$ cat src/rtl/fetch_unit.sv
// rtl/fetch_unit.sv - instruction fetch stage: PC register, next-PC select, instruction mux, field split
module fetch_unit #(
    parameter logic [31:0] RESET_PC = 32'h0000_0000,
    parameter logic [31:0] NOP_WORD = 32'h0000_0013
) (
    input  logic        clk,
    input  logic        rst,
    input  logic [1:0]  pc_sel,
    input  logic [1:0]  inst_sel,
    input  logic [31:0] alu_out,
    input  logic [31:0] mem_rdata,
    output logic [31:0] pc,
    output logic [31:0] pc_p4,
    output logic [31:0] inst,
    output logic [4:0]  opcode,
    output logic [2:0]  func3,
    output logic [6:0]  func7,
    output logic [4:0]  rd,
    output logic [4:0]  rs1,
    output logic [4:0]  rs2,
    output logic        inst_illegal,
    output logic        misaligned,
    output logic [31:0] instret
);

    localparam logic [1:0] PC_P4    = 2'd0;
    localparam logic [1:0] PC_ALU   = 2'd1;
    localparam logic [1:0] PC_OLD   = 2'd2;
    localparam logic [1:0] PC_M4    = 2'd3;

    localparam logic [1:0] INST_MEM = 2'd0;
    localparam logic [1:0] INST_NOP = 2'd1;
    localparam logic [1:0] INST_OLD = 2'd2;

    logic [31:0] inst_old;

    // Bit 0 of a jump target is discarded (JALR rule), so it is intentionally unused.
    logic unused_alu_bit0;
    assign unused_alu_bit0 = alu_out[0];

    assign pc_p4 = pc + 32'd4;

    // Program counter: next address chosen by the control unit, one-cycle latency.
    always_ff @(posedge clk) begin
        if (rst) begin
            pc <= RESET_PC;
        end else begin
            case (pc_sel)
                PC_P4:   pc <= pc + 32'd4;
                PC_ALU:  pc <= {alu_out[31:2], 2'b00};
                PC_OLD:  pc <= pc;
                PC_M4:   pc <= pc - 32'd4;
                default: pc <= pc;
            endcase
        end
    end

    // Sticky flag: any jump target with bit 1 set marks the stream misaligned until reset.
    always_ff @(posedge clk) begin
        if (rst) begin
            misaligned <= 1'b0;
        end else if (pc_sel == PC_ALU && alu_out[1]) begin
            misaligned <= 1'b1;
        end
    end

    // Executed-word select; the reserved code falls back to a NOP.
    always_comb begin
        inst = NOP_WORD;
        case (inst_sel)
            INST_MEM: inst = mem_rdata;
            INST_NOP: inst = NOP_WORD;
            INST_OLD: inst = inst_old;
            default:  inst = NOP_WORD;
        endcase
    end

    // Hold last cycle's executed word so INST_OLD can replay it any number of times.
    always_ff @(posedge clk) begin
        if (rst) begin
            inst_old <= NOP_WORD;
        end else begin
            inst_old <= inst;
        end
    end

    // Retired-instruction counter: only words taken from memory count.
    always_ff @(posedge clk) begin
        if (rst) begin
            instret <= 32'd0;
        end else if (inst_sel == INST_MEM) begin
            instret <= instret + 32'd1;
        end
    end

    assign opcode       = inst[6:2];
    assign func3        = inst[14:12];
    assign func7        = inst[31:25];
    assign rd           = inst[11:7];
    assign rs1          = inst[19:15];
    assign rs2          = inst[24:20];
    assign inst_illegal = (inst[1:0] != 2'b11);

endmodule

$ cat config.mk
export PLATFORM = sky130hd
export DESIGN_NAME = fetch_unit
export DESIGN_NICKNAME = d
export VERILOG_FILES = /design/src/rtl/fetch_unit.sv
export SDC_FILE = /design/constraint.sdc
export NUM_CORES = 1
export LEC_CHECK = 0
export CAP_MARGIN = 5
export CORE_ASPECT_RATIO = 1.4
export CORE_MARGIN = 4
export CORE_UTILIZATION = 45
export CTS_CLUSTER_DIAMETER = 50
export DETAILED_ROUTE_END_ITERATION = 6
export HOLD_SLACK_MARGIN = 0.12
export PLACE_DENSITY_LB_ADDON = 0.2
export SYNTH_ARGS = -nofsm -noshare
export SYNTH_HDL_FRONTEND = slang
export SYNTH_SLANG_ARGS = --single-unit
$ cat constraint.sdc
create_clock -name clk -period 3.3 [get_ports clk]
set_clock_uncertainty 0.2 [all_clocks]
set_input_delay 0.66 -clock clk [delete_from_list [all_inputs] [get_ports clk]]
set_output_delay 0.66 -clock clk [all_outputs]
set_load 0.02 [all_outputs]
==> results.json <==
{
  "worstSkewPairLatency_ns": 0.35,
  "port_buffers": 224,
  "viasPerCell": 5.59,
  "seq_area_frac_synth": 0.310,
  "rsz0062_at_grt": "no",
  "crit_arrival_ns": 2.37,
  "grt_pass1_vias": 6526,
  "stdcell_count": 1189,
  "rows": 50,
  "crit_fanout": 5,
  "synth-seq-cells": 95,
  "cellPowerDensity_nw_per_um2": 364,
  "synth_cells": 801,
  "setup.worst_path.end": "pc_p4[14]",
  "cap_viol_max_count": 0,
  "overflow": 0,
  "path_delay_family": "simple AND/OR/NAND/NOR gates",
  "start_util": 0.458,
  "path_depth": 6,
  "synth_edf_count": 0,
  "maxSlewHeadroom": 0.578,
  "core-area_sq_um": 13400,
  "path_cells": "ha_1 -> nand2_1 -> or3_4 -> nor3_1 -> xor2_1 -> clkdlybuf4s15_1",
  "yosysWarnings": 0,
  "max_freq_mhz": 309,
  "end_kind": "output port",
  "firstDrtPassIters": 5,
  "final_cell_mix": "203 x clkdlybuf4s50_1, 104 x nor2_1, 95 x dfxtp_1",
  "cpMaxStageDelayCell": "or3_4",
  "design_power_total_mw": 3.24,
  "die_area_sq_um": 15600,
  "area_delta_synth_final_pct": 45.0,
  "ys_async_sr_fraction": 0,
  "layout_commonest_cell": "clkdlybuf4s50_1",
  "grt_pass1_wl_mm": 33.1,
  "die_w_um": 107,
  "gp_congestion": 0.947,
  "critical_path_class": "reg2out",
  "hold_path.class": "reg2reg",
  "syn_area_per_cell_sq_um": 7.65,
  "timing.rr.start": "pc[9]",
  "routedWlPerCell_um": 17.5,
  "cts_buffer_depth": 2,
  "num_vias": 6642,
  "outcome": "finished, final reports clean",
  "final-max-slew-violation-count": 0,
  "cp_slowest_stage_delay_ns": 0.40,
  "yosys_most_used_dff": "dfxtp_1",
  "ant_nets": 0,
  "n_antenna_cell": 0,
  "io_pins": 230,
  "r2r_setup_slack_ns": 0.64,
  "tightestPinTransition_ns": 0.633,
  "reg2regPathDepth": 7,
  "cts_sinks": 95,
  "cp.required_ns": 2.44,
  "place_inst": 1173,
  "finalSetupViolations": 0,
  "track_usage": 0.262,
  "tritoncts": "done",
  "p_leak_nw": 3.38,
  "dp_hpwl_mm": 16.0,
  "antenna_found_initial": 0,
  "num-fill-cells": 1196,
  "first_iter_violations": 405,
  "cts.clk_slew.worst_paths_ns": 0.07,
  "cts-root-buf": "clkbuf_16",
  "r2r-end": "pc[31]",
  "fin_nets": 1076,
  "wirelength_mm": 20.8,
  "hold_viol": 0,
  "crit_path_start": "pc[3]",
  "vdd_drop_max_v": 0.000228,
  "grt_max_degree": 38,
  "fin_setup_tns_ns": 0,
  "drive_gt1_frac": 0.114,
  "netlist_area_sq_um": 6130,
  "numCtsBuffers": 9,
  "layout_min_cycle_time_ns": 3.23,
  "path_buf_inv": 1,
  "ys_types": 70,
  "cts_max_level": 3,
  "worst_setup_path_start_kind": "flop",
  "finalCritPeriodShare": 0.980,
  "die_y_um": 146,
  "drc": 0
}
## what timing repair did
| action | 4_1_cts | 5_1_grt |
|---|---|---|
| pin swaps | 1 | 2 |
| hold buffers | 0 | 0 |
| buffers inserted | 0 | 1 |
| gates resized for setup | 23 | 10 |
| setup endpoints to repair | 18 | 7 |
## cell usage after synthesis, types with 5 or more instances
library cell,n,area share
nor2b_1,8,0.0082
a21oi_1,25,0.020
buf_1,8,0.0049
inv_1,17,0.010
o32ai_1,5,0.0071
nand4_1,14,0.014
nor3_1,56,0.046
or2_2,12,0.012
a211oi_1,13,0.016
nor4_1,27,0.028
nand2_1,47,0.029
xor2_1,23,0.033
or3_1,23,0.023
and4_1,7,0.010
o21ai_0,27,0.022
nand3_1,34,0.028
clkbuf_1,51,0.031
xnor2_1,35,0.050
buf_4,34,0.042
and3_1,10,0.010
a211o_1,5,0.0071
o31ai_1,6,0.0073
nor2_1,104,0.064
mux2i_1,36,0.059
buf_2,7,0.0057
or4_1,8,0.0098
dfxtp_1,95,0.31
## stage by stage
| stage | setup slack [ns] | hold slack [ns] | instance area [sq um] | utilization |
|---|---|---|---|---|
| 3_5_place_dp | 0.0738 | 0.261 | 8580 | 0.641 |
| 6_report | 0.0675 | 0.276 | 8890 | 0.664 |
| 5_1_grt | 0.000330 | 0.306 | 8890 | 0.664 |
| 4_1_cts | 0.00119 | 0.278 | 8870 | 0.663 |
| 3_3_place_gp | 0.0908 | 0.255 | 8580 | 0.641 |
| 2_1_floorplan | 0.141 | 0.307 | 6140 | - |
## state kept, by name, summed over array words and instances (netlist names)
signal / count
instret: 32
pc: 30
inst_old: 32
misaligned: 1
## worst min-delay path by stage
stage | from | end | slack, ns | cells after the start
after global placement | misaligned | misaligned | 0.26 | 2
after floorplan | inst_old[10] | inst_old[10] | 0.31 | 2
after global routing | misaligned | misaligned | 0.31 | 2
after CTS | misaligned | misaligned | 0.28 | 2
final | misaligned | misaligned | 0.28 | 2
after detailed placement | misaligned | misaligned | 0.26 | 2
## power breakdown
part	internal (mW)	switching (mW)
logic	0.455	0.556
registers	1.19	0.0298
clock network	0.520	0.480
## worst min-delay path, cell delays in order (launching register included)
cell and delay, ns:
dfxtp_1 0.33, a21oi_1 0.04, nor2_1 0.07
## logic make-up (layout without fill, tap and decap cells)
logic type,after synthesis,count (layout),synth area share
simple gates,370,370,0.310
compound gates,119,119,0.133
buf+inv,118,321,0.0957
flops,95,95,0.310
xor+xnor,58,58,0.0829
mux,37,37,0.0606
fa+ha+maj,3,3,0.00612
other cells,1,4,0.000612
## final cells by class
| type | instances | area (sq um) | share of cell area |
|---|---|---|---|
| multi-input combinational | 591 | 3700 | 0.416 |
| tap | 182 | 228 | 0.0256 |
| clock inverter | 6 | 53.8 | 0.00605 |
| inverter | 17 | 63.8 | 0.00718 |
| clock buffer | 9 | 225 | 0.0253 |
| sequential | 95 | 1900 | 0.214 |
| timing repair buffer | 289 | 2720 | 0.306 |
## metal layers
layer,vias to the layer above,global-route usage,routed length [um]
li1,3208,-,-
met1,3070,0.295,7930
met2,298,0.464,10500
met3,66,0.0500,1530
met4,0,0.133,923
met5,-,0,0
Power figures use the tool's default switching activity.
